### src/rtl/mips32_prog_loader.sv
// mips32_prog_loader: boot stage for pipe_MIPS32.
//   Accepts a program image as a byte stream, packs big-endian 32-bit words and writes
//   them into the core's unified memory. It then pulses core_start and waits for the core's
//   HALTED flag.
//   Image format: header word {base[31:16], count[15:0]}, then count data words.
//   When PROG_LOADER_CHECKSUM_EN is defined, a 32-bit trailer follows the data words. The
//   trailer must equal the XOR of the data words; a mismatch ends in the error state.
// Parameters:
//   ADDR_W       memory word-address width (1..16); addresses wrap modulo 2**ADDR_W
// Ports:
//   clk1, rst_n                  clock (rising edge), asynchronous active-low reset
//   in_valid, in_data, in_ready  byte stream; a byte transfers on in_valid & in_ready
//   mem_we, mem_addr, mem_wdata  one-cycle memory write port
//   core_start                   one-cycle pulse that releases the core from address 0
//   core_halted                  core HALTED flag
//   busy, done, error            loader status
module mips32_prog_loader #(
  parameter int unsigned ADDR_W = 10
) (
  input  logic              clk1,
  input  logic              rst_n,
  input  logic              in_valid,
  input  logic [7:0]        in_data,
  output logic              in_ready,
  output logic              mem_we,
  output logic [ADDR_W-1:0] mem_addr,
  output logic [31:0]       mem_wdata,
  output logic              core_start,
  input  logic              core_halted,
  output logic              busy,
  output logic              done,
  output logic              error
);

  // 17-bit word index so that count=65535 (and the 2**ADDR_W limit) never aliases
  localparam int unsigned          IDX_W     = 17;
  localparam logic [IDX_W-1:0]     MAX_WORDS = IDX_W'(2 ** ADDR_W);

  typedef enum logic [2:0] {
    S_IDLE,
    S_HDR,
    S_DATA,
    S_CHK,
    S_START,
    S_RUN,
    S_DONE,
    S_ERR
  } state_t;

  state_t            state;
  logic [1:0]        byte_cnt;
  logic [23:0]       shift_q;
  logic [IDX_W-1:0]  word_idx;
  logic [IDX_W-1:0]  word_cnt;
  logic [ADDR_W-1:0] wr_addr;
  logic              run_armed;
`ifdef PROG_LOADER_CHECKSUM_EN
  logic [31:0]       csum;
`endif

  logic        xfer;
  logic        last_byte;
  logic [31:0] word;

  // Current byte completes the word being assembled when it is the 4th of its group
  assign xfer      = in_valid & in_ready;
  assign last_byte = (byte_cnt == 2'd3);
  assign word      = {shift_q, in_data};

  // Loader FSM with registered outputs
  always_ff @(posedge clk1 or negedge rst_n) begin
    if (!rst_n) begin
      state      <= S_IDLE;
      byte_cnt   <= '0;
      shift_q    <= '0;
      word_idx   <= '0;
      word_cnt   <= '0;
      wr_addr    <= '0;
      run_armed  <= 1'b0;
`ifdef PROG_LOADER_CHECKSUM_EN
      csum       <= '0;
`endif
      in_ready   <= 1'b0;
      mem_we     <= 1'b0;
      mem_addr   <= '0;
      mem_wdata  <= '0;
      core_start <= 1'b0;
      busy       <= 1'b0;
      done       <= 1'b0;
      error      <= 1'b0;
    end else begin
      mem_we     <= 1'b0;
      core_start <= 1'b0;

      // Big-endian packing: earlier bytes shift toward [31:24]
      if (xfer) begin
        shift_q  <= word[23:0];
        byte_cnt <= byte_cnt + 2'd1;
      end

      case (state)
        // Ready for a new image; the first byte is header byte 0
        S_IDLE, S_DONE: begin
          in_ready <= 1'b1;
          if (xfer) begin
            state <= S_HDR;
            done  <= 1'b0;
            busy  <= 1'b1;
          end
        end

        // Header decode on its 4th byte
        S_HDR: begin
          if (xfer && last_byte) begin
            word_cnt <= {1'b0, word[15:0]};
            word_idx <= '0;
            wr_addr  <= ADDR_W'(word[31:16]);
`ifdef PROG_LOADER_CHECKSUM_EN
            csum     <= '0;
`endif
            if ({1'b0, word[15:0]} > MAX_WORDS) begin
              state    <= S_ERR;
              error    <= 1'b1;
              busy     <= 1'b0;
              in_ready <= 1'b0;
            end else if (word[15:0] == 16'd0) begin
`ifdef PROG_LOADER_CHECKSUM_EN
              state      <= S_CHK;
`else
              state      <= S_START;
              core_start <= 1'b1;
              in_ready   <= 1'b0;
`endif
            end else begin
              state <= S_DATA;
            end
          end
        end

        // Data words; the write cycle doubles as the one-cycle input stall
        S_DATA: begin
          if (mem_we) begin
            if (word_idx == word_cnt) begin
`ifdef PROG_LOADER_CHECKSUM_EN
              state      <= S_CHK;
              in_ready   <= 1'b1;
`else
              state      <= S_START;
              core_start <= 1'b1;
`endif
            end else begin
              in_ready <= 1'b1;
            end
          end else if (xfer && last_byte) begin
            mem_we    <= 1'b1;
            mem_addr  <= wr_addr;
            mem_wdata <= word;
            wr_addr   <= wr_addr + ADDR_W'(1);
            word_idx  <= word_idx + IDX_W'(1);
            in_ready  <= 1'b0;
`ifdef PROG_LOADER_CHECKSUM_EN
            csum      <= csum ^ word;
`endif
          end
        end

`ifdef PROG_LOADER_CHECKSUM_EN
        // Trailer compare; never written to memory
        S_CHK: begin
          if (xfer && last_byte) begin
            in_ready <= 1'b0;
            if (word == csum) begin
              state      <= S_START;
              core_start <= 1'b1;
            end else begin
              state <= S_ERR;
              error <= 1'b1;
              busy  <= 1'b0;
            end
          end
        end
`endif

        S_START: begin
          state     <= S_RUN;
          run_armed <= 1'b0;
        end

        // First RUN cycle ignores core_halted so a stale HALTED cannot end the run
        S_RUN: begin
          if (!run_armed) begin
            run_armed <= 1'b1;
          end else if (core_halted) begin
            state    <= S_DONE;
            done     <= 1'b1;
            busy     <= 1'b0;
            in_ready <= 1'b1;
          end
        end

        // Sticky until rst_n
        S_ERR: begin
          in_ready <= 1'b0;
        end

        default: begin
          state <= S_IDLE;
        end
      endcase
    end
  end

endmodule

### config.mk
export PLATFORM = sky130hd
export DESIGN_NAME = mips32_prog_loader
export DESIGN_NICKNAME = d
export VERILOG_FILES = /design/src/rtl/mips32_prog_loader.sv
export SDC_FILE = /design/constraint.sdc
export NUM_CORES = 1
export LEC_CHECK = 0
export ABC_AREA = 1
export CAP_MARGIN = 20
export CELL_PAD_IN_SITES_DETAIL_PLACEMENT = 1
export CELL_PAD_IN_SITES_GLOBAL_PLACEMENT = 2
export CORE_MARGIN = 2
export CORE_UTILIZATION = 34
export DETAILED_ROUTE_END_ITERATION = 16
export PLACE_DENSITY_LB_ADDON = 0.3
export SETUP_SLACK_MARGIN = 0.02
export SLEW_MARGIN = 20
export SYNTH_ARGS = -nofsm -noshare
export SYNTH_HDL_FRONTEND = slang
export SYNTH_SLANG_ARGS = --single-unit
### constraint.sdc
create_clock -name clk1 -period 1.7 [get_ports clk1]
set_input_delay 0.34 -clock clk1 [delete_from_list [all_inputs] [get_ports clk1]]
set_output_delay 0.34 -clock clk1 [all_outputs]
set_load 0.05 [all_outputs]
Yosys cells after proc, flatten, opt, wreduce, memory -nomap -nowiden:

Index checks and enable logic that the tools add are counted.
Widths: inputs -> output; s select.

* muxes and demuxes: 44
* add/subtract/negate cells: 3
* equality and inequality tests: 20
* bitwise operators: 3
* magnitude comparators: 1
* reduce and logical (&&, ||, !) cells: 17

Operators with widths (count)
* $mux 17: 3
* $pmux 17 s2: 1
* $mux 10: 3
* $mux 3: 8
* $mux 1: 22
* $pmux 10 s2: 1
* $ne 2x2->1 const B: 9
* $pmux 3 s6: 1
* $add 17x1->17 const B: 1
* $eq 17x16->1: 1
* $gt 16x11->1 const B: 1
* $logic_not 16->1: 1
* $reduce_and 7->1: 2
* $eq 3x3->1 const B: 4
* $add 10x1->10 const B: 1
* $ne 3x3->1 const B: 3
* $reduce_and 4->1: 2
* $pmux 1 s2: 3
* $reduce_and 3->1: 2
* $reduce_and 6->1: 1
* $reduce_bool 2->1: 3
* $pmux 1 s5: 1
* $reduce_bool 5->1: 1
* $eq 3x1->1 const B: 1
* other kinds (11): 12

* bits of input ports: 12
* flip-flop bits (word level): 121
* output and inout port bits: 48
* logic and storage cells: 103

Depth between registers and ports, before layout:

Gate-level depths: netlist (run 1).

* depth in word-level cells: 5
* depth in mapped cells: 11
* depth with buffers taken out: 11

Worst setup path before layout (run 1):

No wires, ideal clock.

* kind: flip-flop to flip-flop
* from: register in_ready
* to: register state[1]
* setup time: 0.117 ns
* clock period less this slack: 1.777 ns
* buffers on the path: 0
* data required time: 1.583 ns
* data arrival time: 1.660 ns
* cell stages (with the launch flop): 10
* path slack: -0.077 ns
* cells stage by stage: dfrtp_1 -> nand2_2 -> nor2_4 -> inv_2 -> nand2_1 -> o211ai_2 -> nor3_2 -> nand2_2 -> nand2_1 -> nand2_1

* word-level cells in the longest chain between the ends: 4
* elaborated cells on any way between the ends: 5
* those cells by class: 2 x eq/ne; 1 x bitwise; 2 x reduce/logical

Ends and longest elaborated chain
* start: declaration: line 24 `output logic in_ready,`
* start signal: assignment: line 83 `in_ready <= 1'b0;`
* start signal: assignment: line 104 `in_ready <= 1'b1;`
* start signal: assignment: line 125 `in_ready <= 1'b0;`
* $and 1x1->1 *: line 66 `assign xfer = in_valid & in_ready;`
* $logic_and 1x1->1: line 114 `if (xfer && last_byte) begin`
* $ne 2x2->1 (no line)
* $reduce_and 7->1 (no line) *
* end signal: assignment: line 73 `state <= S_IDLE;`
* end signal: assignment: line 122 `state <= S_ERR;`
* end signal: assignment: line 130 `state <= S_START;`
* end: declaration: line 50 `state_t state;`

Every way passes the cells marked *; elsewhere a longest branch is shown, timed or not.
A chain may end at the register's enable or synchronous reset.

Worst setup path in the final report (run 1):

* from: register byte_cnt[0]
* to: register word_idx[5]

* word-level cells in the longest chain between the ends: 4
* elaborated cells on any way between the ends: 5
* those cells by class: 3 x eq/ne; 2 x reduce/logical

Ends and longest elaborated chain
* start: declaration: line 51 `logic [1:0] byte_cnt;`
* start signal: assignment: line 98 `byte_cnt <= byte_cnt + 2'd1;`
* $eq 2x2->1 *: line 67 `assign last_byte = (byte_cnt == 2'd3);`
* $logic_and 1x1->1 *: line 114, 154
* $ne 2x2->1 (no line)
* $reduce_and 4->1 (no line) *
* end signal: assignment: line 159 `word_idx <= word_idx + IDX_W'(1);`
* end: declaration: line 53 `logic [IDX_W-1:0] word_idx;`

Marks and branches as above.

==> reports/results.txt, run 1 <==
Run status: completed
H-tree level count: 4
GRT Util Overall: 19.2%
Worst rel slew slack: 69.3%
Syn_area_per_cell: 8.35 um^2
Internal power: 0.00822 W
Starting Density: 34.5%
Post-synth cell types: 38
Leading area contributor after synthesis: dfrtp_1
Detail Placement HPWL: 11500 um
Top post-synthesis cells by area: dfrtp_1 53%, nand2_1 13%, inv_1 5.0%
Leakage Power: 3.63 nW
Drt total wl: 16500 um
Final setup fails: 0
Clk Latency, worst-skew pair: 0.42 ns
Syn Std Cell Area: 5680 um^2
Total power: 0.0143 W
DIE AREA: 17700 um^2
N_diodes: 0
CTS Sinks: 121
F_max: 621 MHz
Number of synthesized register bits: 121
Most instantiated cells after synthesis: 195 x nand2_1, 121 x dfrtp_1, 75 x inv_1
Row count: 47
CTS buffer count: 17
Clock root buffer: clkbuf_16
Synth top area share: 53.3%
Vias in the first global route: 5123
Post-synth EDFFs: 0
DR pass1 iterations: 4
Net switching power figure: 0.00610 W
Pin count of the biggest net entering global routing: 64
Synth Flop Type: dfrtp_1
Vias per std cell: 4.87
Overflow after GRT: 0
# DRC: 0
Worst-margin pin slew: 0.461 ns
Critical Path RT: 2.03 ns
Die width: 133 um
Comb power frac: 41.0%
HP Class: in2async
Via count: 4949
Crit Path Category: reg2reg
MaxCap Viol Count: 0
Cells on worst reg2reg path: 9
Clock-pin transition on the worst setup and hold timing paths: 0.06 ns
Die Ht: 133 um
Final ANT Viol Nets: 0
Cells after Synth: 680
Initial antenna violation count: 0
Post-synth ARST share: 100%
Most common cell in the netlist: nand2_1
Crit end category: flip-flop
Final hold vios: 0
Min cycle time layout: 1.61 ns
Area Overhead vs Synth: 31.6%
Nets: 798
Power per Cell Area: 1920 nW/um^2
Final Max Slew Viols: 0
CTS max path bufs: 2
1st-iter DRT viols: 181
Sequential cell area fraction in the yosys report: 53.3%
Clk pwr share: 25.3%
Period utilization: 94.8%
Peak VDD IR: 0.000770 V
I/O pin count: 60
Net Sw Frac: 42.6%
Gpl congestion: 0.821
Sequential share of power: 33.7%
Layout cell share with drive strength beyond 1: 22.5%
CP max FO: 5
PortBufs: 59
Syn_nets: 695
Yosys warns: 0
CP Launch Type: flip-flop
Core region area: 16500 um^2
First-pass GRT wire length: 26400 um
Clock skew: 0.00935 ns
Worst EP arrival: 1.94 ns
DR WL/cell: 16.2 um
Fill cells: 1951
CTS tree: yes
Utilization after layout: 45.4%
area by class of cell:
cell class / count / area (um^2) / area share [%]
inverters: 83 / 327 / 4.37
flip-flops and latches: 121 / 3030 / 40.6
clock buffers: 22 / 474 / 6.35
clock inverters: 10 / 119 / 1.59
well taps: 220 / 275 / 3.69
repair buffers: 107 / 960 / 12.8
multi-input cells: 453 / 2280 / 30.6
final timing paths:
path	start	endpoint	slack (ns)
worst max-delay path	byte_cnt[0]	word_idx[5]	0.09
worst min-delay path	rst_n	mem_addr[4]	0.47
worst max register to register	byte_cnt[0]	word_idx[5]	0.09
worst min register to register	mem_wdata[31]	mem_wdata[31]	0.47
max in group asynchronous	rst_n	in_ready	0.90
min in group clk1	mem_wdata[31]	mem_wdata[31]	0.47
cells in the final DEF (no fill, tap or decap), types with 4 or more instances in the layout:
cell type | Yosys | final
o21ai_1 | 51 | 52
nand2_1 | 195 | 192
xor2_1 | 6 | 6
dfrtp_2 | 0 | 4
nand3_1 | 28 | 27
nand4_1 | 11 | 11
xnor2_1 | 6 | 6
nor2_2 | 2 | 5
a21oi_1 | 22 | 21
nand2_2 | 7 | 10
inv_1 | 75 | 75
buf_4 | 3 | 86
dfrtp_1 | 121 | 117
nor3_1 | 15 | 13
o21ai_0 | 52 | 51
buf_12 | 0 | 7
clkbuf_16 | 0 | 18
nor2_1 | 31 | 26
clkinvlp_4 | 0 | 6
nor2_4 | 5 | 7
clkdlybuf4s50_1 | 0 | 10
inv_4 | 0 | 4
flip-flops by register name (all words and copies together), names as in the netlist, 2 cells and up:
register   flops
wr_addr       10
state          3
mem_addr      10
mem_wdata     32
word_cnt      16
shift_q       24
byte_cnt       2
word_idx      17
per-stage QoR:
step                      setup slack [ns]  hold slack, ns  std cells  TNS [ns]  cell area, um^2
after floorplan                     0.0917          0.0444        680         0             5680
after global placement              -0.264           0.389        976     -7.12             6680
after detailed placement            -0.281           0.382        976     -9.68             6680
after CTS                           0.0312           0.482       1010         0             7320
after global routing               -0.0161           0.505       1016   -0.0708             7470
final                               0.0892           0.466       1016         0             7470
worst max-delay path: stages, from the launching register on:
cell	delay (ns)
dfrtp_1	0.38
ha_2	0.19
inv_1	0.07
nor2_4	0.12
buf_4	0.14
nand3_4	0.12
inv_4	0.14
buf_4	0.14
a21oi_1	0.07
a211oi_2	0.16
cells by family (layout without fill, tap and decap cells):
logic type	Yosys count	in the layout	share of synthesized area, %
AOI/OAI and AO/OA	134	134	12.4
xor gates and xnor gates	12	12	1.85
adders and majority gates	3	3	0.661
buffers and inverters	106	222	7.80
DFF	121	121	53.3
and+or+nand+nor	304	304	23.9
per-layer routing:
| layer | track usage, % | wire length, um | up-vias |
|---|---|---|---|
| met4 | 6.74 | 258 | 0 |
| met1 | 23.4 | 7340 | 2464 |
| met5 | 0 | 0 | - |
| li1 | - | - | 2396 |
| met3 | 3.77 | 423 | 23 |
| met2 | 33.9 | 8440 | 66 |
power by group through the flow:
stage          logic (W)  registers [W]  clock network (W)
2_1_floorplan    0.00246        0.00606                  0
3_3_place_gp     0.00551        0.00481                  0
3_5_place_dp     0.00564        0.00486                  0
4_1_cts          0.00571        0.00483            0.00369
5_1_grt          0.00646        0.00498            0.00382
6_report         0.00587        0.00483            0.00362
repair_timing:
item / in CTS / in global routing
hold endpoints to repair: 121 / 0
pin swaps: 0 / 4
resized for setup: 2 / 29
hold buffers: 1 / 0
setup buffers: 0 / 5
setup endpoints to repair: 3 / 46
cloned: 1 / 1
Power figures use the tool's default switching activity.
==> run 2, diff against run 1 <==
ABC_CLOCK_PERIOD_IN_PS = 1700   (was default)
==> results of run 2 <==
No change in the layout: final DEF, timing and power equal those of run 1.
